===== config.mk =====
export PLATFORM = sky130hd
export DESIGN_NAME = control_unit
export DESIGN_NICKNAME = d
export VERILOG_FILES = /design/src/rtl/control_unit.sv
export SDC_FILE = /design/constraint.sdc
export NUM_CORES = 1
export LEC_CHECK = 0
export BUFFER_PORTS_ARGS = -buffer_cell sky130_fd_sc_hd__buf_2
export CORE_UTILIZATION = 48
export DETAILED_ROUTE_END_ITERATION = 10
export GPL_TIMING_DRIVEN = 1
export PLACE_DENSITY = 0.85
export REMOVE_ABC_BUFFERS = 1
export SLEW_MARGIN = 5
export SYNTH_ARGS = -nofsm -noshare
export SYNTH_HDL_FRONTEND = slang
export SYNTH_SLANG_ARGS = --single-unit

===== constraint.sdc =====
create_clock -name Clock -period 2.8 [get_ports Clock]
set_input_delay 0.28 -clock Clock [delete_from_list [all_inputs] [get_ports Clock]]
set_output_delay 0.28 -clock Clock [all_outputs]
set_load 0.01 [all_outputs]

===== src/rtl/control_unit.sv =====
// control_unit: Moore control sequencer generating datapath, ALU and memory strobes from fetch/decode/execute states.
module control_unit #(
  parameter int OPW  = 5,
  parameter int ALUW = 4
) (
  input  logic            Clock,
  input  logic            Resetn,
  input  logic [31:0]     IR,
  input  logic            Mem_ready,
  input  logic            Stop,
  output logic            PCout,
  output logic            PCin,
  output logic            IncPC,
  output logic            MARin,
  output logic            MDRin,
  output logic            MDRout,
  output logic            IRin,
  output logic            Yin,
  output logic            Zin,
  output logic            ZLOout,
  output logic            Gra,
  output logic            Grb,
  output logic            Grc,
  output logic            Rin,
  output logic            Rout,
  output logic            BAout,
  output logic            Cout,
  output logic            Read,
  output logic            Write,
  output logic [ALUW-1:0] ALUop,
  output logic            Run,
  output logic            Clear
);
  typedef enum logic [4:0] {
    S_RST, S_T0, S_T1, S_T1W, S_T2, S_T3,
    S_A1, S_A2, S_WB, S_I1, S_I2, S_N1,
    S_L1, S_L2, S_L3, S_L4, S_L5,
    S_S1, S_S2, S_S3, S_S4, S_S5, S_HALT
  } state_t;
  state_t state_q, state_d, fin;
  logic [ALUW-1:0] alu_q, alu_d;
  logic [OPW-1:0] opc;
  logic unused_ir;
  assign opc = IR[31:32-OPW];
  assign unused_ir = ^IR[31-OPW:0];
  always_ff @(posedge Clock or negedge Resetn) begin
    if (!Resetn) begin
      state_q <= S_RST;
      alu_q <= '0;
    end else begin
      state_q <= state_d;
      alu_q <= alu_d;
    end
  end
  // ALU function is captured at decode so E2 stays a pure function of registers
  always_comb begin
    alu_d = state_q != S_T3 ? alu_q
          : opc == 5'b00100 ? ALUW'(1)
          : (opc == 5'b00101 || opc == 5'b01001) ? ALUW'(2)
          : (opc == 5'b00110 || opc == 5'b01010) ? ALUW'(3)
          : '0;
  end
  always_comb begin
    fin = Stop ? S_HALT : S_T0;
    state_d = state_q;
    case (state_q)
      S_RST:  state_d = S_T0;
      S_T0:   state_d = S_T1;
      S_T1:   state_d = S_T1W;
      S_T1W:  state_d = Mem_ready ? S_T2 : S_T1W;
      S_T2:   state_d = S_T3;
      S_T3:
        case (opc)
          5'b00011, 5'b00100, 5'b00101, 5'b00110: state_d = S_A1;
          5'b01000, 5'b01001, 5'b01010:           state_d = S_I1;
          5'b10001:                               state_d = S_N1;
          5'b00000:                               state_d = S_L1;
          5'b00010:                               state_d = S_S1;
          5'b11100:                               state_d = S_HALT;
          default:                                state_d = fin;
        endcase
      S_A1:   state_d = S_A2;
      S_A2:   state_d = S_WB;
      S_WB:   state_d = fin;
      S_I1:   state_d = S_I2;
      S_I2:   state_d = S_WB;
      S_N1:   state_d = S_WB;
      S_L1:   state_d = S_L2;
      S_L2:   state_d = S_L3;
      S_L3:   state_d = S_L4;
      S_L4:   state_d = Mem_ready ? S_L5 : S_L4;
      S_L5:   state_d = fin;
      S_S1:   state_d = S_S2;
      S_S2:   state_d = S_S3;
      S_S3:   state_d = S_S4;
      S_S4:   state_d = S_S5;
      S_S5:   state_d = Mem_ready ? fin : S_S5;
      S_HALT: state_d = S_HALT;
      default: state_d = S_RST;
    endcase
  end
  assign PCout  = state_q == S_T0;
  assign IncPC  = state_q == S_T0;
  assign PCin   = state_q == S_T1;
  assign IRin   = state_q == S_T2;
  assign Grc    = state_q == S_A2;
  assign Write  = state_q == S_S5;
  assign MARin  = state_q inside {S_T0, S_L3, S_S3};
  assign Zin    = state_q inside {S_T0, S_A2, S_I2, S_N1, S_L2, S_S2};
  assign ZLOout = state_q inside {S_T1, S_WB, S_L3, S_S3};
  assign Read   = state_q inside {S_T1W, S_L4};
  assign MDRin  = state_q inside {S_T1W, S_L4, S_S4};
  assign MDRout = state_q inside {S_T2, S_L5};
  assign Yin    = state_q inside {S_A1, S_I1, S_L1, S_S1};
  assign Grb    = state_q inside {S_A1, S_I1, S_N1, S_L1, S_S1};
  assign Gra    = state_q inside {S_WB, S_L5, S_S4};
  assign Rout   = state_q inside {S_A1, S_A2, S_I1, S_N1, S_S4};
  assign Rin    = state_q inside {S_WB, S_L5};
  assign BAout  = state_q inside {S_L1, S_S1};
  assign Cout   = state_q inside {S_I2, S_L2, S_S2};
  assign ALUop  = state_q inside {S_A2, S_I2} ? alu_q : state_q == S_N1 ? ALUW'(4) : '0;
  assign Run    = !(state_q inside {S_RST, S_HALT});
  assign Clear  = state_q == S_RST;
endmodule


; ---- After elaboration in Yosys (flattened, before gate mapping)
; Index checks and enable logic that the tools add are counted.
[op_classes]
n_eq_ne = 33
reduce_logical = 24
muxes = 11
[op_table]
columns = cell, count
row1 = case mux 5 bit (20 select lines), 1
row2 = == test 5 x 4 -> 1 bit (second input constant), 11
row3 = == test 5 bit (second input constant), 9
row4 = == test 5 x 3 -> 1 bit (second input constant), 7
row5 = case mux 5 bit (6 select lines), 1
row6 = == test 5 x 2 -> 1 bit (second input constant), 4
row7 = 2-to-1 mux 5 bit, 3
row8 = nonzero test 2 bit, 6
row9 = nonzero test 3 bit, 4
row10 = logical NOT 5 bit, 2
row11 = nonzero test 5 bit, 2
row12 = nonzero test 4 bit, 2
row13 = 2-to-1 mux 2 bit, 3
row14 = 2-to-1 mux 3 bit, 2
row15 = nonzero test 6 bit, 1
row16 = OR reduction 3 bit, 2
row17 = == test 5 x 1 -> 1 bit (second input constant), 1
row18 = != test 5 x 3 -> 1 bit (second input constant), 1
row19 = 2-to-1 mux 4 bit, 1
row20 = OR reduction 4 bit, 1
row21 = logical OR 1 bit, 2
row22 = OR reduction 2 bit, 1
row23 = logical NOT 1 bit, 1
[totals]
word_cells = 70
output_inout_bits = 25
in_bits = 36
regBits = 9

; ---- Depth between registers and ports, before layout
; Gate-level depths: netlist (run 1).
[depth]
ltp_word = 5
mapped_depth = 6
depth_no_buf = 5

; ---- Worst setup path before layout (run 1)
; No wires, ideal clock.
[synth_path]
path_kind = register to output
start = reg state_q[3]
end = out PCout
required_ps = 2520
path_stages_with_launch = 5
t_arrival_ps = 1576
slack_ps = 944
path_buffers = 3
cell_sequence = dfrtp_1 -> clkbuf_1 -> clkbuf_1 -> nor4_1 -> buf_4
[synth_between]
elab_chain_cells = 1
[synth_rtl]
columns = item, line
row1 = "start, declared", 40  ; state_t state_q, state_d, fin;
row2 = "start signal, assigned", 51  ; state_q <= state_d;
row3 = == test 5 x 1 -> 1 bit, --
row4 = "end, declared", 11  ; output logic PCout,
; No other way between the ends.

; ---- Worst setup path after layout (run 1)
[layout_path]
start = reg state_q[0]
end = out Zin
[layout_between]
elab_chain_cells = 2
word_cells_on_any_way = 7
classes_between = eq/ne (6) / reduce/logical (1)
[layout_rtl]
columns = item, line
row1 = == test 5 x 1 -> 1 bit (tied with other cells), 109  ; assign Zin = state_q inside {S_T0, S_A2, S_I2, S_N1, S_L2, S_S2};
row2 = nonzero test 6 bit (*), 109
row3 = "end, declared", 19  ; output logic Zin,
; Every way passes the cells marked *; elsewhere a longest branch is shown, timed or not.

==> results of run 1 <==
==> registers in the layout, indices dropped and copies added (netlist names) <==
signal and count:
alu_q 2, state_q 5
==> cells by family (layout without fill, tap and decap cells) <==
logic type / Yosys count / in the layout / share of synthesized area (%)
XOR/XNOR: 6 / 6 / 4.66
buffers and inverters: 27 / 49 / 11.0
AND/OR/NAND/NOR: 84 / 84 / 36.3
flip-flops: 7 / 7 / 15.5
AO/OA/AOI/OAI: 52 / 52 / 30.5
other: 1 / 1 / 0.332
multiplexers: 2 / 2 / 1.77
==> path summary, 6_finish.rpt <==
kind | startpoint | end | slack [ns]
max | state_q[0] | Zin | 0.51
min | IR[31] | alu_q[1] | 0.35
max reg2reg | state_q[0] | state_q[1] | 0.79
min reg2reg | alu_q[1] | alu_q[1] | 0.46
max in group asynchronous | Resetn | state_q[3] | 2.27
min in group asynchronous | Resetn | state_q[2] | 0.38
==> worst max-delay path, stage by stage (launching register included) <==
cell and delay [ns]:
dfrtp_1 0.68, buf_4 0.28, nor2b_1 0.17, nand2_1 0.09
a311o_1 0.36, nand2_1 0.05, buf_2 0.12
==> metal layers <==
metal	GRT usage, %	vias up	wire (um)	part of all wire, %
met3	2.73	4	164	5.6
met1	33.1	592	1370	47
met5	0	-	0	0
met2	37.6	47	1380	47
li1	-	675	-	-
met4	11.1	0	23	0.78
==> area by class of cell <==
cell class	instances	area, sq um	share of cell area (%)
timing repair buffer	38	208	16.0
sequential	7	175	13.5
inverter	7	26.3	2.02
multi-input combinational	145	830	63.8
tap	28	35.0	2.69
clock buffer	4	26.3	2.02
==> power groups by stage <==
stage          combinational (uW)  clock, uW  sequential, uW
6_report                     1100       90.6             257
5_1_grt                      1210       97.8             267
4_1_cts                      1090       91.8             254
3_5_place_dp                 1090          0             255
3_3_place_gp                 1080          0             254
2_1_floorplan                 666          0             308
==> metrics by stage <==
step | instances | setup slack [ns] | instance area, sq um | power (uW)
2_1_floorplan | 159 | 0.891 | 1030 | 974
3_3_place_gp | 224 | 0.829 | 1260 | 1330
3_5_place_dp | 224 | 0.804 | 1260 | 1340
4_1_cts | 229 | 0.532 | 1300 | 1440
5_1_grt | 229 | 0.436 | 1300 | 1570
6_report | 229 | 0.512 | 1300 | 1450
==> timing repair <==
item                                    in CTS  in global routing
endpoints found under the setup margin       0                  0
endpoints found under the hold margin        7                  0
hold buffers                                 1                  0
gates resized for setup                      0                  0
==> cells in the mapped netlist, drive strengths merged (4+ instances only) <==
cell type  number
nand2          26
nor2           19
a21oi          16
buf            11
o21ai          11
clkbuf          9
nor3            8
dfrtp           7
inv             7
nor2b           6
xnor2           6
nand2b          5
or2             5
o22ai           4
==> flow_summary.json, run 1 <==
{
  "drt-initial-drc-count": 37,
  "min_period_ns": 2.29,
  "power.density_nw_per_um2": 1120,
  "switchingPower_uw": 793,
  "cts_tree": "built",
  "io_pins": 61,
  "grt_pass1_vias": 1053,
  "rows": 17,
  "die_w_um": 50.5,
  "cp-start-kind": "flop",
  "path_max_fanout": 17,
  "routed_wl_mm": 2.94,
  "root_buffer": "clkbuf_4",
  "most-common-layout-cells": "buf_2, nand2_1, nor2_1",
  "setup_viol_count_final": 0,
  "drc": 0,
  "ys_warn_count": 0,
  "hold_slack_ns": 0.347,
  "synth_top_area_cell": "dfrtp_1",
  "ys_types": 44,
  "synth-main-ff-cell": "dfrtp_1",
  "worstMarginPinSlew_ns": 0.551,
  "grt_max_degree": 20,
  "routedWlPerCell_um": 12.8,
  "seq_area_frac_synth_pct": 15.5,
  "dieArea_sq_um": 2550,
  "hold_path.class": "input port to flop",
  "drive_above_1_share_pct": 23.4,
  "cp.arrival_ns": 2.01,
  "fin_tns_setup_ns": 0,
  "synth_top_area_share_pct": 15.5,
  "grt.total_usage_pct": 24.1,
  "ant_nets": 0,
  "cts_htree_levels": 1,
  "antenna_found_initial": 0,
  "critical_path_required_ns": 2.52,
  "antennaDiodeCount": 0,
  "async_reset_ff_share_pct": 100,
  "fin_worst_skew_ns": 0.00400,
  "hold_viol_final": 0,
  "synth-edff-count": 0,
  "final_common_cell": "buf_2",
  "rsz0062_at_grt": "false",
  "via_count": 1318,
  "portBuffers": 32,
  "power.share.switching_pct": 54.7,
  "vdd_ir_drop_max_uv": 658,
  "clock_latency_ns": 0.25,
  "pwr-share-seq_pct": 17.7,
  "synth_area_sq_um": 1130,
  "yosys_register_bits": 7,
  "gp_congestion": 0.862,
  "p_int_uw": 657,
  "syn_inst": 179,
  "r2r_cells": 4,
  "cts_inserted_buffers": 3,
  "slew_violations": 0,
  "grt_pass1_wl_mm": 4.69,
  "status": "complete, no violations",
  "synth_area_per_cell_sq_um": 6.30,
  "cts_setup_buffers": 0,
  "combPwrFrac_pct": 76.0,
  "die_y_um": 50.5,
  "finish.utilization_pct": 58.8,
  "viasPerCell": 5.76,
  "holdPathStages": 2,
  "place_hpwl_mm": 2.16,
  "crit_path_end_kind": "output pin",
  "n_fill_cell": 219,
  "synth_area_leaders": "dfrtp_1, nand2_1, a21oi_1",
  "clockBufferDepth": 2,
  "drv_cap": 0,
  "nets": 238,
  "relSlewSlack_pct": 63.2,
  "area.growth.synth_to_final_pct": 15.2,
  "crit_type": "flop to output pin",
  "p_leak_uw": 0.000602,
  "p_clk_share_pct": 6.2,
  "coreArea_sq_um": 2210,
  "initial_core_util_pct": 51.0,
  "grt_overflow": 0,
  "cts_sinks": 7,
  "drt_pass1_iterations": 4,
  "fmax_ghz": 0.437,
  "period_share_pct": 81.7,
  "cts.reportedPaths.clkPinSlew_ns": 0.05
}
No activity file was read; power rests on OpenSTA's default activity.
==> run 2: changes to the inputs <==
--- a/config.mk
+++ b/config.mk
@@ -6,10 +6,10 @@
 export NUM_CORES = 1
 export LEC_CHECK = 0
 export BUFFER_PORTS_ARGS = -buffer_cell sky130_fd_sc_hd__buf_2
-export CORE_UTILIZATION = 48
+export CORE_UTILIZATION = 41
 export DETAILED_ROUTE_END_ITERATION = 10
 export GPL_TIMING_DRIVEN = 1
-export PLACE_DENSITY = 0.85
+export PLACE_DENSITY = 0.77
 export REMOVE_ABC_BUFFERS = 1
 export SLEW_MARGIN = 5
 export SYNTH_ARGS = -nofsm -noshare
==> constraint.sdc (replaced) <==
create_clock -name Clock -period 2 [get_ports Clock]
set_input_delay 0.2 -clock Clock [delete_from_list [all_inputs] [get_ports Clock]]
set_output_delay 0.2 -clock Clock [all_outputs]
set_load 0.01 [all_outputs]
==> flow_summary.json, run 2 (same netlist as run 1, synthesis figures left out) <==
{
  "slew_violations": 0,
  "cp.arrival_ns": 1.74,
  "final_cells": 243,
  "endpoint": "MDRin",
  "setup_viol_count_final": 0,
  "grt.total_usage_pct": 21.4,
  "min_period_ns": 1.94,
  "largest_register_ffs": 5,
  "worst-r2r-setup-slack_ns": 0.20,
  "cts_sinks": 7,
  "routedWlPerCell_um": 12.7,
  "n_fill_cell": 257,
  "portBuffers": 32,
  "drive_above_1_share_pct": 29.6,
  "io_pins": 61,
  "gp_congestion": 0.888,
  "antennaDiodeCount": 0,
  "status": "complete, no violations",
  "root_buffer": "clkbuf_4",
  "ant_nets": 0,
  "cts_setup_buffers": 0,
  "rows": 18,
  "drt-initial-drc-count": 38,
  "multi_input_area_sq_um": 837,
  "routed_wl_mm": 3.08,
  "viasPerCell": 5.65,
  "r2r_cells": 4,
  "cp-start-kind": "flop",
  "dp.cells": 238,
  "rr_endpoint": "state_q[2]",
  "stdcell_area_sq_um": 1400,
  "grt_overflow": 0,
  "die_y_um": 54.5,
  "most-common-layout-cells": "buf_2, nand2_1, nor2_1",
  "fin_tns_setup_ns": 0,
  "dpl_cell_area_sq_um": 1360,
  "antenna_found_initial": 0,
  "grt_max_degree": 20,
  "area.growth.synth_to_final_pct": 24.3,
  "drc": 0,
  "vdd_ir_drop_max_uv": 1020,
  "globalRouteMet1Util_pct": 31.0,
  "worstReg2RegStart": "state_q[0]",
  "critical_path_required_ns": 1.80,
  "crit_type": "flop to output pin",
  "cts_tree": "built",
  "hold_viol_final": 0,
  "top_register": "state_q",
  "path_max_fanout": 10,
  "coreArea_sq_um": 2540,
  "die_w_um": 54.5,
  "final_common_cell": "buf_2",
  "fmax_ghz": 0.516,
  "fin_worst_skew_ns": 0.00192,
  "final.setup.worst_slack_ns": 0.0635,
  "p_leak_uw": 0.000662,
  "met2_usage_pct": 33.1,
  "crit_path_end_kind": "output pin",
  "dieArea_sq_um": 2970,
  "grt_pass1_vias": 1034,
  "clockBufferDepth": 2,
  "drv_cap": 0,
  "dp_slack_ns": 0.242,
  "reg_top3": "state_q (5), alu_q (2)",
  "place_hpwl_mm": 2.33,
  "use_met3_pct": 3.61,
  "period_share_pct": 96.8,
  "initial_core_util_pct": 44.3,
  "cts_inserted_buffers": 3,
  "drt_pass1_iterations": 4,
  "nets": 250,
  "power.density_nw_per_um2": 1600,
  "cts.reportedPaths.clkPinSlew_ns": 0.05,
  "regArea_sq_um": 178,
  "hold_path.class": "input port to flop",
  "grt_pass1_wl_mm": 4.68,
  "clock_latency_ns": 0.25,
  "via_count": 1372,
  "busiest_layer": "met2",
  "critPathLaunch": "state_q[0]",
  "cts_htree_levels": 1,
  "hp-start": "IR[31]",
  "rsz0062_at_grt": "true"
}
## run 2: final cells by class
cell class / instances / share of cell area [%]
Multi-Input combinational cell: 145 / 59.7
Timing Repair Buffer: 50 / 21.2
Sequential cell: 7 / 12.7
Tap cell: 30 / 2.68
Clock buffer: 4 / 1.87
Inverter: 7 / 1.87
## run 2: worst min path at each step
stage | end | slack [ns] | cells past startpoint
after floorplan | alu_q[0] | -0.1 | 0
final | alu_q[1] | 0.28 | 2
after global routing | alu_q[1] | 0.26 | 2
after detailed placement | state_q[2] | 0.03 | 1
after CTS | alu_q[1] | 0.26 | 2
after global placement | state_q[2] | 0.03 | 1
## run 2: stage by stage
| step | total power (uW) | hold WS [ns] | util [%] |
|---|---|---|---|
| finish | 2250 | 0.276 | 55.1 |
| global route | 2440 | 0.265 | 55.1 |
| CTS | 2220 | 0.261 | 54.7 |
| detailed placement | 2080 | 0.0336 | 53.3 |
| global placement | 2060 | 0.0346 | 53.3 |
| floorplan | 1360 | -0.0956 | - |
## run 2: what timing repair did
item / CTS / global route
endpoints found under the setup margin: 1 / 5
cloned: 0 / 0
resized for setup: 0 / 4
hold endpoints to repair: 7 / 0
hold buffers: 1 / 0
## run 2: worst max-delay path, cell delays in order, from the launching register on
cell and delay (ns):
dfrtp_1 0.50, buf_4 0.22, or2_2 0.33, nor2_1 0.12
a31oi_1 0.05, o32ai_1 0.11, buf_2 0.17
## run 2: metal layers
layer	wire length, um	vias up
li1	-	700
met1	1400	611
met2	1410	59
met3	243	2
met4	18	0
met5	0	-
## run 2: report_power, final
group | switching [uW] | internal (uW)
Combinational | 992 | 797
Sequential | 118 | 213
Clock | 48.3 | 75.9
Total | 1160 | 1090
==> run 3: changes to the inputs <==
--- a/config.mk
+++ b/config.mk
@@ -6,6 +6,7 @@
 export NUM_CORES = 1
 export LEC_CHECK = 0
 export BUFFER_PORTS_ARGS = -buffer_cell sky130_fd_sc_hd__buf_2
+export CORE_ASPECT_RATIO = 1.1
 export CORE_UTILIZATION = 41
 export DETAILED_ROUTE_END_ITERATION = 10
 export GPL_TIMING_DRIVEN = 1
==> flow_summary.json, run 3 (same netlist as run 1, synthesis figures left out) <==
{
  "die_y_um": 57.0,
  "antenna_found_initial": 0,
  "grt_pass1_wl_mm": 5.15,
  "rsz0062_at_grt": "false",
  "hold_viol_final": 0,
  "drt-initial-drc-count": 63,
  "nets": 251,
  "io_pins": 61,
  "drc": 0,
  "grt_pass1_vias": 1146,
  "path_max_fanout": 9,
  "slowest_stage": "dfrtp_2",
  "via_count": 1379,
  "critPathLaunch": "state_q[2]",
  "p_leak_uw": 0.000676,
  "worst-r2r-setup-slack_ns": 0.36,
  "place_hpwl_mm": 2.35,
  "period_share_pct": 95.5,
  "grt_max_degree": 16,
  "cts_setup_buffers": 0,
  "ant_nets": 0,
  "largest_register_ffs": 5,
  "cts_tree": "built",
  "worstReg2RegStart": "state_q[1]",
  "drive_above_1_share_pct": 30.4,
  "min_period_ns": 1.91,
  "antennaDiodeCount": 0,
  "hold_path.class": "input port to flop",
  "final_common_cell": "buf_2",
  "fin_tns_setup_ns": 0,
  "cp_cell_sequence": "buf_4 > xnor2_2 > a21oi_1 > a311o_1 > nand2_1 > buf_2",
  "drt_pass1_iterations": 5,
  "slew_violations": 0,
  "cts_htree_levels": 1,
  "cts_sinks": 7,
  "multi_input_area_sq_um": 845,
  "endpoint": "Zin",
  "viasPerCell": 5.63,
  "clock_latency_ns": 0.25,
  "power_uw": 2270,
  "routedWlPerCell_um": 12.9,
  "rows": 19,
  "routed_wl_mm": 3.16,
  "initial_core_util_pct": 44.4,
  "grt.total_usage_pct": 22.5,
  "top_register": "state_q",
  "cts_inserted_buffers": 3,
  "critical_path_required_ns": 1.80,
  "portBuffers": 32,
  "crit_type": "flop to output pin",
  "most-common-layout-cells": "buf_2, nand2_1, nor2_1",
  "cts.reportedPaths.clkPinSlew_ns": 0.05,
  "drv_cap": 0,
  "gp_congestion": 0.882,
  "vdd_ir_drop_max_uv": 933,
  "fin_worst_skew_ns": 0.00153,
  "crit_path_end_kind": "output pin",
  "regArea_sq_um": 178,
  "cp-start-kind": "flop",
  "rr_endpoint": "state_q[1]",
  "max_stage_delay_ns": 0.48,
  "die_w_um": 52.0,
  "power.density_nw_per_um2": 1600,
  "n_fill_cell": 254,
  "setup_viol_count_final": 0,
  "area.growth.synth_to_final_pct": 25.8,
  "grt_overflow": 0,
  "fmax_ghz": 0.524,
  "status": "complete, no violations",
  "dieArea_sq_um": 2970,
  "coreArea_sq_um": 2540,
  "r2r_cells": 4,
  "clockBufferDepth": 2,
  "root_buffer": "clkbuf_4",
  "cp.arrival_ns": 1.71,
  "reg_top3": "state_q (5), alu_q (2)"
}
[run 3: what timing repair did]
item	in CTS	in global routing
pin swaps	0	1
setup endpoints to repair	1	6
hold endpoints to repair	7	0
hold buffers	1	0
gates resized for setup	1	3
[run 3: final cells by class]
cell class,instances,area share (%)
inverters,7,1.85
clock inverters,1,0.352
well taps,31,2.73
flip-flops and latches,7,12.5
repair buffers,51,21.5
clock buffers,3,1.59
multi-input cells,145,59.5
[run 3: where the power goes]
part           total, uW  internal, uW  switching (uW)  leakage [uW]
registers            320           213             107     0.0000866
clock network        127          73.1            54.4     0.0000177
logic               1820           810            1010      0.000572
total               2270          1100            1170      0.000676
[run 3: how the worst min path moves through the flow]
stage | start | depth (start not counted) | end | slack, ns
floorplan | Resetn | 0 | alu_q[0] | -0.1
global placement | Resetn | 1 | state_q[3] | 0.03
detailed placement | Resetn | 1 | state_q[3] | 0.03
finish | IR[31] | 2 | alu_q[1] | 0.27
global route | IR[31] | 2 | alu_q[1] | 0.30
CTS | IR[31] | 2 | alu_q[1] | 0.27
[run 3: critical path: cells and delay by family (launching register included)]
family                    cells  cell delay, ns
DFF                           1            0.48
xor gates and xnor gates      1            0.20
and+or+nand+nor               1            0.05
buffers and inverters         2            0.32
AOI/OAI and AO/OA             2            0.41
[run 3: metrics by stage]
stage	area, sq um	worst slack (ns)	util (%)	std cells	hold WS (ns)
2_1_floorplan	1030	0.0914	-	159	-0.0956
3_3_place_gp	1370	0.253	53.7	240	0.0317
3_5_place_dp	1370	0.254	53.7	240	0.0326
4_1_cts	1400	0.0289	55.2	245	0.265
5_1_grt	1420	0.00941	55.8	245	0.304
6_report	1420	0.0899	55.8	245	0.273
[run 3: per-layer routing]
metal  global-route usage (%)  up-vias  share of wire (%)
met5                        0        -                  0
met4                     6.56        0                  0
met3                     1.87        0                7.0
met2                     34.6       61                 49
met1                     33.1      621                 44
li1                         -      697                  -
